`config.mk`:
```
export PLATFORM = sky130hd
export DESIGN_NAME = compadder
export DESIGN_NICKNAME = d
export VERILOG_FILES = /design/src/rtl/compadder.sv
export SDC_FILE = /design/constraint.sdc
export NUM_CORES = 1
export LEC_CHECK = 0
export BUFFER_PORTS_ARGS = -buffer_cell sky130_fd_sc_hd__buf_2
export CORE_AREA = 5 5 42 44
export CTS_CLUSTER_SIZE = 12
export DETAILED_ROUTE_END_ITERATION = 10
export DIE_AREA = 0 0 47 49
export SYNTH_ARGS = -nofsm -noshare
export SYNTH_HDL_FRONTEND = slang
export SYNTH_SLANG_ARGS = --single-unit
export TNS_END_PERCENT = 30
```
`constraint.sdc`:
```
create_clock -name clk -period 0.8 [get_ports clk]
set_input_delay 0.12 -clock clk [delete_from_list [all_inputs] [get_ports clk]]
set_output_delay 0.12 -clock clk [all_outputs]
set_load 0.005 [all_outputs]
```
`src/rtl/compadder.sv`:
```
// Registered compound adder: one shared propagate/generate datapath feeding two
// parallel ripple carry chains (carry-in 0 and 1) to produce a+b and a+b+1.
module compadder #(
    parameter int WIDTH = 3
) (
    input  logic             clk,
    input  logic             rst_n,
    input  logic [WIDTH-1:0] a,
    input  logic [WIDTH-1:0] b,
    output logic [WIDTH:0]   sum,
    output logic [WIDTH:0]   tum
);

    logic [WIDTH-1:0] p;
    logic [WIDTH-1:0] g;
    logic [WIDTH:0]   s0;
    logic [WIDTH:0]   s1;

    genvar i;
    generate
        for (i = 0; i < WIDTH; i++) begin : g_fa
            logic cin0;
            logic cin1;
            logic cout0;
            logic cout1;

            // Carries are kept local to each cell so the chains stay acyclic per net.
            if (i == 0) begin : g_lsb
                assign cin0 = 1'b0;
                assign cin1 = 1'b1;
            end else begin : g_chain
                assign cin0 = g_fa[i-1].cout0;
                assign cin1 = g_fa[i-1].cout1;
            end

            assign p[i]  = a[i] ^ b[i];
            assign g[i]  = a[i] & b[i];
            assign cout0 = g[i] | (p[i] & cin0);
            assign cout1 = g[i] | (p[i] & cin1);
            assign s0[i] = p[i] ^ cin0;
            assign s1[i] = p[i] ^ cin1;
        end
    endgenerate

    assign s0[WIDTH] = g_fa[WIDTH-1].cout0;
    assign s1[WIDTH] = g_fa[WIDTH-1].cout1;

    always_ff @(posedge clk or negedge rst_n) begin
        if (!rst_n) begin
            sum <= '0;
            tum <= '0;
        end else begin
            sum <= s0;
            tum <= s1;
        end
    end

endmodule

```
---- Yosys cells after proc, flatten, opt, wreduce, memory -nomap -nowiden ----
Cells that the tools add are included.
storage, ports and cells
  register bits ........................... 8
  latch bits .............................. 0
  memory bits (writable) .................. 0
  memory bits (read-only) ................. 0
  input bits .............................. 8
  output and inout port bits .............. 8
  word-level logic and storage cells ...... 22
  memories ................................ 0
cells by class
  add/subtract/negate cells ............... 0
  multipliers ............................. 0
  div/mod/pow operators ................... 0
  order comparisons ....................... 0
  eq/ne operators ......................... 0
  shifts and indexed selects .............. 0
  multiplexer cells ....................... 0
  bitwise logic cells ..................... 20
  reductions and logical operators ........ 0
operators by type and width
  operator           number
  1-bit bitwise AND  7
  1-bit bitwise XOR  7
  1-bit OR           5
  1-bit NOT          1

---- Depth between registers and ports, before layout ----
Gate-level depths: netlist (run 1).
  depth in word-level cells ............... 6
  mapped depth ............................ 7
  mapped depth without buffers ............ 7

---- Least setup slack after synthesis (run 1) ----
Ideal clock, no wire load.
  kind .................................... input port to flip-flop
  from .................................... input port a[0]
  to ...................................... register tum[2]
  setup time .............................. 64 ps
  arrival ................................. 1177 ps
  data required time ...................... 736 ps
  setup slack ............................. -442 ps
  stages on the path ...................... 7
  buffers on the path ..................... 0
  cell sequence ........................... inv_1 > ha_1 > inv_1 > fa_1 > inv_1 > fa_1 > inv_1
on the way
  word-level cells in the longest chain between the ends .. 5
  elaborated cells between the ends (all ways) .. 6
  those cells by class .................... 6 x bitwise
RTL lines
  element                                                        RTL line  text
  start, declared                                                8         input logic [WIDTH-1:0] a,
  1-bit bitwise AND / 1-bit bitwise XOR (equally long branches)  37, 36
  1-bit OR (*)                                                   39        assign cout1 = g[i] | (p[i] & cin1);
  1-bit bitwise AND (*)                                          39
  1-bit OR (*)                                                   39
  1-bit bitwise XOR (*)                                          41        assign s1[i] = p[i] ^ cin1;
  via s1[2]                                                      17        logic [WIDTH:0] s1;
  end signal, assigned                                           51        tum <= '0;
  end signal, assigned                                           54        tum <= s1;
  end, declared                                                  11        output logic [WIDTH:0] tum
Mark *: on every way through the listed nets, which the timed path passes. The rest lies on a longest branch.

---- Worst setup path after layout (run 1) ----
Same ends and word-level chain as after synthesis.

==> flow_summary.yaml, run 1 <==
outcome:
  outcome: "finished with violations"
  violations: "setup timing"
cts:
  post-cts-setup-buffers: 0
  numCtsBuffers: 3
  htreeDepth: 1
  ctsLongestPathBuffers: 2
  clk_pin_slew_worst_paths_ns: 0.05
  cts.sinks: 8
  cts_tree: "done"
  cts_root_buffer: "clkbuf_4"
routing:
  drc: 0
  vias_per_cell: 3.49
  firstDrtPassIters: 2
  routed_wl_um: 529
  drtAntennaViolNets: 0
  routedWlPerCell_um: 8.67
  drt_iter0_drc: 1
  num_vias: 213
finish:
  synthToLayoutAreaGrowth_pct: 56.8
  antenna_cells: 0
  fin_nets: 61
  finalNonFillerCells: 61
  drive_above_1_share: 0.667
  final_core_utilization: 0.392
place:
  place_inst: 57
  pre_cts_slack_ns: -0.616
  portBuffers: 15
  gp_routability_congestion: 0.615
power:
  cell_internal_pwr_uw: 730
  sw_frac_of_total: 0.235
  peakVddDrop_v: 0.000637
  finalPower_uw: 954
  power_frac_seq: 0.490
  power_density_nw_per_um2: 1740
  pwr-share-comb: 0.207
  p_leak_uw: 0.000278
  clockPowerShare: 0.303
  power_switching_uw: 224
critical_path:
  crit_path_end_kind: "register"
  arrival_ns: 1.26
  cpPeakStageDelay_ns: 0.42
  path_max_fanout: 2
  crit_required_ns: 0.99
  cp_cell_sequence: "buf_6 -> clkinv_4 -> ha_4 -> inv_2 -> fa_2 -> inv_2 -> fa_2 -> inv_2"
  start_kind: "input pin"
  criticalPathCategory: "in2reg"
  crit_start: "a[0]"
  crit_top_cell: "inv_2"
  cp_slowest_cell: "fa_2"
  worstSetupEndpoint: "tum[2]"
die:
  fp.dieW_um: 47
  start_util: 0.250
  die_area_sq_um: 2300
  ios: 16
  rows: 14
  coreArea_sq_um: 1400
  die_y_um: 49
run:
  cap_violations: 0
sta:
  fin_ws_ns: -0.277
  setup_viol: 12
  finalCritPeriodShare: 1.35
  worstMarginPinSlew_ns: 0.169
  fin_crit_ns: 1.08
  slew_violations: 0
  relSlewSlack: 0.887
  worst_hold_slack_ns: 0.174
  final_hold_viol_count: 0
  rsz0062_at_grt: "yes"
  fmax_mhz: 928
synthesis:
  synth_warnings: 0
  syn_inst: 26
  seq_area_frac_synth: 0.571
  ys_types: 4
  synth_nets: 40
  synth_area_per_cell_sq_um: 13.5
  syn_area_sq_um: 350
  ys_ff_latch: 8
global_routing:
  gr-total-overflow: 0
  antenna_found_initial: 0
  grt_pass1_vias: 219
  grt_max_degree: 9
  grt_usage: 0.0629
  grt_pass1_wl_um: 910
min_path:
  hp-class: "in2reg"
==> flip-flops by register name, summed over array words and instances, names as in the netlist <==
name  count
tum       4
sum       4
==> Yosys cell counts <==
cell type | n | area, sq um
inv_1 | 12 | 45.0
dfrtp_1 | 8 | 200
fa_1 | 4 | 80.1
ha_1 | 2 | 25.0
==> layout make-up <==
cell class | count | area, sq um
Sequential cell | 8 | 200
Timing Repair Buffer | 16 | 106
Clock buffer | 3 | 22.5
Multi-Input combinational cell | 6 | 138
Tap cell | 16 | 20.0
Inverter | 12 | 62.6
Fill cell | 149 | 852
==> timing repair <==
action | CTS | global route
endpoints found under the setup margin | 14 | 12
gates cloned | 0 | 0
pin swaps | 6 | 1
resized for setup | 10 | 3
hold buffers | 1 | 0
hold endpoints to repair | 8 | 0
==> routing by layer <==
metal,share of wire,GRT usage
met2,0.58,0.0837
met4,0.036,0.0829
met5,0,0
met3,0.072,0.0221
met1,0.30,0.0621
==> critical path: cells and delay by family <==
kind	cells	cell delay [ns]
buf+inv	5	0.29
fa+ha+maj	3	0.85
==> worst min-delay path by stage <==
stage / depth (start not counted) / to / startpoint
global route: 3 / sum[0] / a[0]
CTS: 3 / sum[0] / b[0]
global placement: 1 / tum[3] / rst_n
finish: 3 / sum[0] / a[0]
floorplan: 0 / sum[0] / rst_n
detailed placement: 1 / tum[3] / rst_n
==> power by group through the flow <==
stage,registers (uW),logic (uW),clock network (uW)
after CTS,468,201,297
after floorplan,486,64.2,0
after global routing,471,229,328
final,467,198,289
after detailed placement,475,180,0
after global placement,475,173,0
==> per-stage QoR <==
stage                     TNS, ns  instance area (sq um)
after floorplan             -1.33                    385
after global placement      -2.58                    480
after detailed placement    -2.65                    480
after CTS                   -1.04                    549
after global routing        -1.24                    549
final                      -0.895                    549
==> kinds of logic (layout without fill, tap and decap cells) <==
family | Yosys count | count (layout) | share of synthesized area
buffers and inverters | 12 | 31 | 0.129
DFF | 8 | 8 | 0.571
adders and majority gates | 6 | 6 | 0.300
==> cells in the final DEF (no fill, tap or decap), types with 2 or more instances in the layout <==
master	instances
dfrtp_1	8
inv_2	5
ha_4	2
fa_2	3
buf_2	13
inv_1	5
clkbuf_4	3
No activity file was read; power rests on OpenSTA's default activity.
==> run 2, diff against run 1 <==
Settings changed: CORE_AREA 5 5 42 44 to 2 2 39 41, DIE_AREA 0 0 47 49 to 0 0 41 43.
Clock period 0.8 ns to 1 ns, I/O delays scaled along.
==> run 2 against run 1 <==
Effect of this change: the flow still finishes with violations (setup timing); sequential share of layout area fell by 0.083 points; critical path depth did not move; worst setup slack improved by 0.19 ns; global-route usage rose by 2.3 points; design area rose by 0.23%; critical path type unchanged; critical endpoint unchanged; largest cell class unchanged.
==> flow_summary.yaml, run 2 (same netlist as run 1, synthesis figures left out) <==
sta:
  relSlewSlack: 0.887
  finalCritPeriodShare: 1.09
  worst_hold_slack_ns: 0.200
  final.setup.tns_ns: -0.157
  rsz0062_at_grt: "yes"
  setup_viol: 2
  worstMarginPinSlew_ns: 0.170
  slew_violations: 0
  final_hold_viol_count: 0
  fmax_mhz: 917
  fin_crit_ns: 1.09
  fin_ws_ns: -0.0901
cts:
  clk_pin_slew_worst_paths_ns: 0.05
  cts.sinks: 8
  post-cts-setup-buffers: 0
  cts_tree: "done"
  numCtsBuffers: 3
  cts_root_buffer: "clkbuf_4"
  htreeDepth: 1
  ctsLongestPathBuffers: 2
die:
  ios: 16
  die_area_sq_um: 1760
  fp.dieW_um: 41
  die_y_um: 43
  coreArea_sq_um: 1380
  rows: 14
  start_util: 0.253
finish:
  final_core_utilization: 0.398
  synthToLayoutAreaGrowth_pct: 57.1
  top_regs: "sum (4), tum (4)"
  final_cell_mix: "buf_2 (13), dfrtp_1 (8), inv_1 (7)"
  antenna_cells: 0
  fin_nets: 61
  layout_commonest_cell: "buf_2"
  finalNonFillerCells: 61
  drive_above_1_share: 0.600
  fill_cells: 140
global_routing:
  gr-total-overflow: 0
  grt_pass1_vias: 229
  grt_pass1_wl_um: 876
  grt_usage: 0.0862
  grt_max_degree: 9
  antenna_found_initial: 0
outcome:
  outcome: "finished with violations"
  violations: "setup timing"
critical_path:
  cp_top_family: "adder cells"
  cpPeakStageDelay_ns: 0.39
  crit_required_ns: 1.19
  arrival_ns: 1.28
  worstSetupEndpoint: "tum[2]"
  cp.depth: 8
  start_kind: "input pin"
  path_max_fanout: 2
  crit_path_end_kind: "register"
  criticalPathCategory: "in2reg"
  cp_cell_sequence: "buf_12 -> inv_12 -> ha_4 -> inv_2 -> fa_2 -> inv_2 -> fa_1 -> inv_1"
  crit_top_cell: "inv_2"
  crit_start: "b[0]"
  crit_buf_inv: 5
  cp_slowest_cell: "fa_1"
power:
  power_switching_uw: 183
  peakVddDrop_v: 0.000368
  sw_frac_of_total: 0.239
  p_leak_uw: 0.000282
  power_density_nw_per_um2: 1390
  pwr-share-comb: 0.202
  clockPowerShare: 0.311
  power_frac_seq: 0.486
  cell_internal_pwr_uw: 583
min_path:
  hp-class: "in2reg"
routing:
  num_vias: 211
  routedWlPerCell_um: 8.77
  drtAntennaViolNets: 0
  drc: 0
  firstDrtPassIters: 1
  vias_per_cell: 3.46
  drt_iter0_drc: 0
  routed_wl_um: 535
run:
  cap_violations: 0
place:
  portBuffers: 15
  place_inst: 57
  gp_routability_congestion: 0.686
  dp_hpwl_um: 436
[run 2: cell types whose count changed in the layout (fill, tap and decap cells not counted)]
cell   before  now
fa_2        3    2
buf_6       1    0
buf_8       0    1
inv_2       5    3
inv_1       5    7
fa_1        1    2
[run 2: how the worst min path moves through the flow]
stage | start | to | slack [ns] | depth (start not counted)
final | a[0] | sum[0] | 0.20 | 3
after global routing | a[0] | sum[0] | 0.20 | 3
after CTS | b[0] | sum[0] | 0.20 | 3
after detailed placement | rst_n | tum[2] | -0.004 | 1
after global placement | rst_n | tum[2] | -0.008 | 1
after floorplan | rst_n | sum[0] | -0.15 | 0
[run 2: layout make-up]
cell class	instances	area, sq um	share of cell area
inverters	12	62.6	0.114
clock buffers	3	22.5	0.0409
repair buffers	16	110	0.200
multi-input cells	6	135	0.245
well taps	16	20.0	0.0364
flip-flops and latches	8	200	0.364
[run 2: worst min-delay path, delay by kind of cell]
family / cells / cell delay, ns
buffers and inverters: 2 / 0.14
adders and majority gates: 1 / 0.12
[run 2: stage by stage]
stage / area [sq um] / power, uW / setup WS (ns)
finish: 551 / 766 / -0.0901
global route: 551 / 829 / -0.139
CTS: 551 / 781 / -0.0921
detailed placement: 480 / 520 / -0.452
global placement: 480 / 515 / -0.437
floorplan: 385 / 440 / -0.232
[run 2: per-layer routing]
metal | vias up | wire (um) | track usage
li1 | 105 | - | -
met1 | 95 | 153 | 0.0631
met2 | 9 | 326 | 0.131
met3 | 2 | 35 | 0.0157
met4 | 0 | 19 | 0.140
met5 | - | 0 | 0
[run 2: power by group through the flow]
stage,logic [uW],registers [uW],clock network [uW]
after floorplan,51.4,389,0
after global placement,137,378,0
final,155,373,238
after global routing,182,378,269
after detailed placement,141,378,0
after CTS,159,373,249
[run 2: timing repair]
action,CTS,global route
gates resized for setup,10,1
hold buffers,1,0
pin swaps,3,0
setup endpoints to repair,3,2
endpoints found under the hold margin,8,0
gates cloned,0,0
==> run 3, diff against run 2 <==
Clock period 1 ns to 1.1 ns, I/O delays scaled along.
==> run 3 against run 2 <==
Effect of this change: largest cell class unchanged; final cell count unchanged; via count rose by 0.47%; sequential share of layout area up 0.67 points; sequential cell count unchanged; worst setup slack better by 0.081 ns; the flow still finishes with violations (setup timing); clock-buffer cell count unchanged.
==> flow_summary.yaml, run 3 (same netlist as run 1, synthesis figures left out) <==
global_routing:
  grt_max_degree: 9
  gr-total-overflow: 0
  grt_pass1_vias: 228
  antenna_found_initial: 0
  grt_usage: 0.0988
  grt_pass1_wl_um: 979
power:
  power_switching_uw: 162
  finalPower_uw: 691
  pwr-share-comb: 0.201
  power_density_nw_per_um2: 1280
  power_frac_seq: 0.490
  cell_internal_pwr_uw: 529
  peakVddDrop_v: 0.000301
  sw_frac_of_total: 0.235
  p_leak_uw: 0.000280
  clockPowerShare: 0.308
die:
  rows: 14
  start_util: 0.253
  fp.dieW_um: 41
  die_y_um: 43
  die_area_sq_um: 1760
  ios: 16
  coreArea_sq_um: 1380
critical_path:
  start_kind: "input pin"
  path_max_fanout: 2
  crit_required_ns: 1.29
  crit_buf_inv: 5
  crit_path_end_kind: "register"
  cpPeakStageDelay_ns: 0.39
  cp_top_family: "adder cells"
  arrival_ns: 1.30
  cp_slowest_cell: "fa_1"
  criticalPathCategory: "in2reg"
  cp_cell_sequence: "buf_12 -> inv_12 -> ha_4 -> inv_2 -> fa_2 -> inv_2 -> fa_1 -> inv_1"
  crit_top_cell: "inv_2"
sta:
  fmax_mhz: 901
  finalCritPeriodShare: 1.01
  worstMarginPinSlew_ns: 0.168
  slew_violations: 0
  relSlewSlack: 0.888
  final_hold_viol_count: 0
  fin_crit_ns: 1.11
  rsz0062_at_grt: "yes"
  fin_ws_ns: -0.00937
  setup_viol: 1
place:
  gp_routability_congestion: 0.679
  portBuffers: 15
  place_inst: 57
  dp_hpwl_um: 474
finish:
  antenna_cells: 0
  fill_cells: 140
  finalNonFillerCells: 61
  fin_nets: 61
  drive_above_1_share: 0.600
  final_cell_mix: "buf_2 (13), dfrtp_1 (8), inv_1 (7)"
  layout_commonest_cell: "buf_2"
  top_regs: "sum (4), tum (4)"
  seqCellArea_sq_um: 200
  multiInputGateArea_sq_um: 125
  synthToLayoutAreaGrowth_pct: 54.3
routing:
  routed_wl_um: 556
  drtAntennaViolNets: 0
  firstDrtPassIters: 1
  vias_per_cell: 3.48
  drt_iter0_drc: 0
  routedWlPerCell_um: 9.11
  num_vias: 212
  drc: 0
cts:
  cts_root_buffer: "clkbuf_4"
  cts.sinks: 8
  ctsLongestPathBuffers: 2
  numCtsBuffers: 3
  htreeDepth: 1
  clk_pin_slew_worst_paths_ns: 0.05
  cts_tree: "done"
run:
  cap_violations: 0
outcome:
  outcome: "finished with violations"
  violations: "setup timing"
min_path:
  hp-class: "in2reg"
## run 3: metal layers
layer | vias up | global-route usage | routed length (um)
met2 | 9 | 0.144 | 355
met5 | - | 0 | 0
met3 | 2 | 0.0157 | 28
li1 | 105 | - | -
met1 | 96 | 0.0808 | 143
met4 | 0 | 0.160 | 27
## run 3: final timing paths
kind	from	end	slack (ns)	cells past startpoint
setup / recovery	b[0]	tum[2]	-0.009	8
hold / removal	a[0]	sum[0]	0.22	3
max in group asynchronous	rst_n	tum[3]	0.66	2
min in group asynchronous	rst_n	tum[2]	0.28	2
## run 3: through the flow
stage | instance area (sq um) | hold WS (ns) | setup TNS, ns | util | worst slack, ns
floorplan | 385 | -0.131 | -0.287 | - | -0.147
global placement | 480 | 0.00780 | -1.07 | 0.347 | -0.349
detailed placement | 480 | 0.0111 | -1.12 | 0.347 | -0.376
CTS | 536 | 0.220 | -0.00888 | 0.387 | -0.00888
global route | 541 | 0.218 | -0.0572 | 0.391 | -0.0481
finish | 541 | 0.220 | -0.00937 | 0.391 | -0.00937
## run 3: final cells by class
type / instances / area share
inverter: 12 / 0.116
tap: 16 / 0.0370
multi-input combinational: 6 / 0.231
clock buffer: 3 / 0.0417
sequential: 8 / 0.370
timing repair buffer: 16 / 0.204
## run 3: power by group through the flow
stage	combinational, uW	clock [uW]	sequential [uW]
after floorplan	46.7	0	353
after global placement	125	0	344
after detailed placement	130	0	344
after CTS	140	227	339
after global routing	164	243	344
final	139	213	339
## run 3: timing repair
item	4_1_cts	5_1_grt
endpoints found under the hold margin	8	0
resized for setup	7	3
buffers inserted	0	0
hold buffers	1	0
setup endpoints to repair	2	2
pin swaps	3	0
## run 3: worst min-delay path, stage by stage
cell and delay (ns):
buf_8 0.10, clkinv_4 0.04, ha_4 0.12
